<file path="src/rtl/ififo_ctrl.sv">
// ififo_ctrl: loads weight vectors from SRAM into the input FIFO bank, then drains them to the MAC array.
module ififo_ctrl #(
   parameter int row    = 8,
   parameter int bw     = 4,
   parameter int addr_w = 11,
   parameter int rd_lat = 1
) (
   input  logic              clk,
   input  logic              reset,
   input  logic              start,
   input  logic [addr_w-1:0] base_addr,
   input  logic [6:0]        num_vec,
   output logic              mem_cen,
   output logic [addr_w-1:0] mem_addr,
   input  logic [row*bw-1:0] mem_rdata,
   output logic [row*bw-1:0] fifo_in,
   output logic [row-1:0]    fifo_wr,
   input  logic              fifo_full,
   input  logic              fifo_valid,
   output logic              fifo_rd,
   input  logic              mac_ready,
   output logic              mac_valid,
   output logic              busy,
   output logic              done
);
   typedef enum logic [2:0] {IDLE, LOAD, FLUSH, DRAIN, DONE} state_t;
   state_t            state_q, state_d;
   logic [addr_w-1:0] base_q, base_d;
   logic [6:0]        n_q, n_d, iss_q, iss_d, wr_q, wr_d, rd_q, rd_d;
   logic              pend_q, pend_d, skid_v_q, skid_v_d, done_q, done_d;
   logic [row*bw-1:0] skid_q, skid_d;
   logic [rd_lat-1:0] dl_q, dl_d;
   logic              issue, wr;
   always_comb begin
      issue     = state_q == LOAD && !fifo_full && !skid_v_q && iss_q < n_q;
      // pend_q marks a read issued last cycle whose data is on mem_rdata now
      wr        = (pend_q || skid_v_q) && !fifo_full;
      fifo_rd   = state_q == DRAIN && mac_ready && fifo_valid && rd_q < n_q;
      mem_cen   = !issue;
      mem_addr  = issue ? base_q + addr_w'(iss_q) : '0;
      fifo_wr   = {row{wr}};
      fifo_in   = !wr ? '0 : skid_v_q ? skid_q : mem_rdata;
      mac_valid = dl_q[rd_lat-1];
      busy      = state_q != IDLE;
      done      = done_q;
      pend_d    = issue;
      skid_v_d  = fifo_full && (pend_q || skid_v_q);
      skid_d    = pend_q && fifo_full ? mem_rdata : skid_q;
      iss_d     = iss_q + 7'(issue);
      wr_d      = wr_q + 7'(wr);
      rd_d      = rd_q + 7'(fifo_rd);
      dl_d      = rd_lat'({dl_q, fifo_rd});
      done_d    = state_q == DONE;
      base_d    = base_q;
      n_d       = n_q;
      state_d   = state_q;
      unique case (state_q)
         IDLE: if (start) begin
            base_d  = base_addr;
            n_d     = num_vec > 7'd64 ? 7'd64 : num_vec;
            iss_d   = '0;
            wr_d    = '0;
            rd_d    = '0;
            state_d = num_vec == 7'd0 ? DONE : LOAD;
         end
         LOAD:  state_d = iss_d == n_q ? FLUSH : LOAD;
         FLUSH: state_d = wr_q == n_q ? DRAIN : FLUSH;
         DRAIN: state_d = rd_q == n_q && dl_q == '0 ? DONE : DRAIN;
         DONE:  state_d = IDLE;
      endcase
   end
   always_ff @(posedge clk or negedge reset) begin
      if (!reset) begin
         state_q  <= IDLE;
         base_q   <= '0;
         n_q      <= '0;
         iss_q    <= '0;
         wr_q     <= '0;
         rd_q     <= '0;
         pend_q   <= 1'b0;
         skid_v_q <= 1'b0;
         skid_q   <= '0;
         dl_q     <= '0;
         done_q   <= 1'b0;
      end else begin
         state_q  <= state_d;
         base_q   <= base_d;
         n_q      <= n_d;
         iss_q    <= iss_d;
         wr_q     <= wr_d;
         rd_q     <= rd_d;
         pend_q   <= pend_d;
         skid_v_q <= skid_v_d;
         skid_q   <= skid_d;
         dl_q     <= dl_d;
         done_q   <= done_d;
      end
   end
endmodule

</file>
<file path="config.mk">
export PLATFORM = sky130hd
export DESIGN_NAME = ififo_ctrl
export DESIGN_NICKNAME = d
export VERILOG_FILES = /design/src/rtl/ififo_ctrl.sv
export SDC_FILE = /design/constraint.sdc
export NUM_CORES = 1
export LEC_CHECK = 0
export ABC_CLOCK_PERIOD_IN_PS = 5100
export BUFFER_PORTS_ARGS = -buffer_cell sky130_fd_sc_hd__buf_2
export CAP_MARGIN = 20
export CELL_PAD_IN_SITES_DETAIL_PLACEMENT = 2
export CELL_PAD_IN_SITES_GLOBAL_PLACEMENT = 2
export CORE_MARGIN = 2
export CORE_UTILIZATION = 36
export CTS_CLUSTER_SIZE = 30
export DETAILED_ROUTE_END_ITERATION = 8
export PLACE_DENSITY_LB_ADDON = 0.12
export RECOVER_POWER = 100
export SETUP_SLACK_MARGIN = 0.5
export SLEW_MARGIN = 20
export SYNTH_ARGS = -nofsm -noshare
export SYNTH_HDL_FRONTEND = slang
export SYNTH_SLANG_ARGS = --single-unit
</file>
<file path="constraint.sdc">
create_clock -name clk -period 5.1 [get_ports clk]
set_clock_uncertainty 0.05 [all_clocks]
set_input_delay 0.765 -clock clk [delete_from_list [all_inputs] [get_ports clk]]
set_output_delay 0.765 -clock clk [all_outputs]
set_load 0.02 [all_outputs]
</file>
==> impl_metrics.env <==
export IMPL_tns_ns=0
export IMPL_synth_most_common_cell="dfrtp_1"
export IMPL_cts_tree="yes"
export IMPL_drive_gt1_share_pct=19.18
export IMPL_ys_ff_latch=78
export IMPL_synth_commonest_cells="dfrtp_1, nor2_1, nand2_1, mux2_2, mux2i_1"
export IMPL_ir_drop_mv=0.1639
export IMPL_async_flop_share_pct=100.0
export IMPL_r2r_slack_ns=1.16
export IMPL_synth_top_cell_by_area="dfrtp_1"
export IMPL_grt_pass1_vias=4022
export IMPL_p_switching_mw=1.364
export IMPL_antenna_found_initial=0
export IMPL_vias=3654
export IMPL_routabilityCongestion=0.8492
export IMPL_drcViolationCount=0
export IMPL_finalSetupViolCount=0
export IMPL_crit_type="flip-flop to output port"
export IMPL_final_antenna_net_count=0
export IMPL_clock_path_buffers=2
export IMPL_cts_root_buf="clkbuf_16"
export IMPL_swShare_pct=41.57
export IMPL_start_util_pct=36.50
export IMPL_areaGrowthSynthToFinish_pct=18.65
export IMPL_wl_per_cell_um=17.52
export IMPL_synth_area_sq_mm=0.004568
export IMPL_grt_remaining_overflow=0
export IMPL_violations="capacitance limit, slew limit"
export IMPL_crit_fanout=35
export IMPL_clock_power_share_pct=19.7
export IMPL_dp_hpwl_um=9164
export IMPL_start_kind="flip-flop"
export IMPL_cp_arrival_ns=3.23
export IMPL_min_path_type="input port to async pin"
export IMPL_diodes=0
export IMPL_cts_setup_buffers=0
export IMPL_avgViaCountPerCell=5.005
export IMPL_final_hold_viol_count=0
export IMPL_pwr_share_comb_pct=45.3
export IMPL_power_frac_seq_pct=35.1
export IMPL_p_leak_nw=2.489
export IMPL_drt_wl_total_um=12790
export IMPL_rows=41
export IMPL_cp_end_kind="output port"
export IMPL_synth_ff_type="dfrtp_1"
export IMPL_cts_hold_buffers=0
export IMPL_placed_area_sq_mm=0.005211
export IMPL_syn_num_nets=540
export IMPL_worst_slew_margin_rel_pct=-50.10
export IMPL_yosys_area_top_type_share_pct=42.73
export IMPL_power_density_mw_per_mm2=605.1
export IMPL_clock_sinks=78
export IMPL_clk_pin_slew_ns=0.06
export IMPL_io_pin_count=112
export IMPL_clk_latency_ns=0.34
export IMPL_synth_edf_count=0
export IMPL_ys_seq_area_share_pct=42.73
export IMPL_r2r_end="state_q[0]"
export IMPL_core_sq_mm=0.01252
export IMPL_grt_max_degree=79
export IMPL_worstPathRequired_ns=4.28
export IMPL_crit_reg2reg_launch="skid_v_q"
export IMPL_timing_fmax_mhz=247.3
export IMPL_max_cap_viol_count=3
export IMPL_cts_buffers_inserted=9
export IMPL_grt_pass1_wl_um=20860
export IMPL_syn_area_per_cell_sq_um=9.996
export IMPL_post_route_period_util_pct=79.29
export IMPL_netlist_instances=457
export IMPL_fin_area_sq_mm=0.005420
export IMPL_p_int_mw=1.916
export IMPL_ctsResizeCount=0
export IMPL_ys_warn_count=0
export IMPL_synth_cell_types=45
export IMPL_dieArea_sq_mm=0.01361
export IMPL_fin_nets=638
export IMPL_worstMarginPinSlew_ns=2.250
export IMPL_die_w_um=116.6
export IMPL_die_h_um=116.6
export IMPL_grt_setup_unrepaired="false"
export IMPL_synthTopCellsByArea="dfrtp_1, mux2_2, ha_1, mux2i_1, nor2_1"
export IMPL_drv_slew=109
export IMPL_firstDrtPassIters=4
export IMPL_globalRouteTotalUtil_pct=20.01
export IMPL_min_period_ns=4.044
export IMPL_status="complete, but fails checks"
export IMPL_htreeDepth=3
export IMPL_drt_initial_drc_count=74
export IMPL_reg2reg_depth=12
export IMPL_io_buffers=111
layout make-up:
type	instances	area (sq um)
sequential	78	1953
multi-input combinational	337	2402
fill	1429	7097
tap	172	215.2
clock inverter	1	30.03
clock buffer	13	260.3
timing repair buffer	113	499.2
inverter	16	60.06
how the worst max path moves through the flow:
stage,startpoint,end,slack [ns],depth (start not counted)
final,skid_v_q,fifo_wr[2],1.06,4
after global routing,skid_v_q,fifo_wr[0],0.72,4
after CTS,skid_v_q,state_q[0],1.08,12
after detailed placement,fifo_full,state_q[0],1.09,13
after global placement,skid_v_q,state_q[1],1.19,12
after floorplan,n_q[1],rd_q[4],1.52,13
power by group through the flow:
stage	clock (mW)	combinational, mW	sequential (mW)
floorplan	0	1.21	1.04
global placement	0	1.46	1.14
detailed placement	0	1.53	1.16
CTS	0.664	1.56	1.16
global route	0.690	1.67	1.20
finish	0.644	1.48	1.15
cell families after synthesis:
group	Yosys count	synth area share [%]
multiplexers	64	14.90
XOR/XNOR	39	7.477
AO/OA/AOI/OAI	43	5.943
AND/OR/NAND/NOR	164	16.76
adder cells (fa/ha/maj)	27	7.560
buffers and inverters	42	4.629
flip-flops	78	42.73
layout by cell type, fill, tap and decap left out, types with 3 or more instances in the layout:
cell type	n
xor2_1	18
nor2_2	5
dfrtp_1	77
and2_0	5
nor3_1	8
o21a_1	3
clkbuf_1	60
ha_1	26
nor4_1	5
mux2i_1	32
xnor2_1	21
inv_1	16
clkbuf_16	9
nand4_1	3
nand3_1	13
buf_2	54
a21o_1	6
nand2_1	45
nor2_1	59
and3_1	3
a21oi_1	9
nand3b_1	6
mux2_2	31
o21ai_0	13
worst max-delay path, stage by stage (launching register included):
cell and delay, ns:
dfrtp_2 0.76, o21bai_2 0.26, clkbuf_1 1.12, inv_1 0.46, clkbuf_1 0.29
sequential cells by signal, summed over array words and instances, names as in the netlist:
register	cells
mac_valid	1
base_q	11
pend_q	1
skid_v_q	1
iss_q	7
n_q	7
done	1
skid_q	32
state_q	3
rd_q	7
wr_q	7
through the flow:
step | hold slack [ns] | setup WS [ns] | power, mW | utilization, % | cells
finish | 0.4122 | 1.056 | 3.280 | 43.30 | 730
global route | 0.4654 | 0.7190 | 3.559 | 43.30 | 730
CTS | 0.4466 | 1.076 | 3.379 | 43.95 | 730
detailed placement | 0.4288 | 1.088 | 2.687 | 41.63 | 716
global placement | 0.4191 | 1.193 | 2.599 | 41.63 | 716
floorplan | 0.4023 | 1.521 | 2.246 | - | 457
layer usage:
| layer | global-route usage (%) | routed length, um | vias up |
|---|---|---|---|
| met1 | 25.26 | 5601 | 1822 |
| li1 | - | - | 1740 |
| met3 | 2.750 | 493 | 13 |
| met4 | 6.902 | 180 | 0 |
| met5 | 0 | 0 | - |
| met2 | 35.23 | 6515 | 79 |
Power figures use the tool's default switching activity.
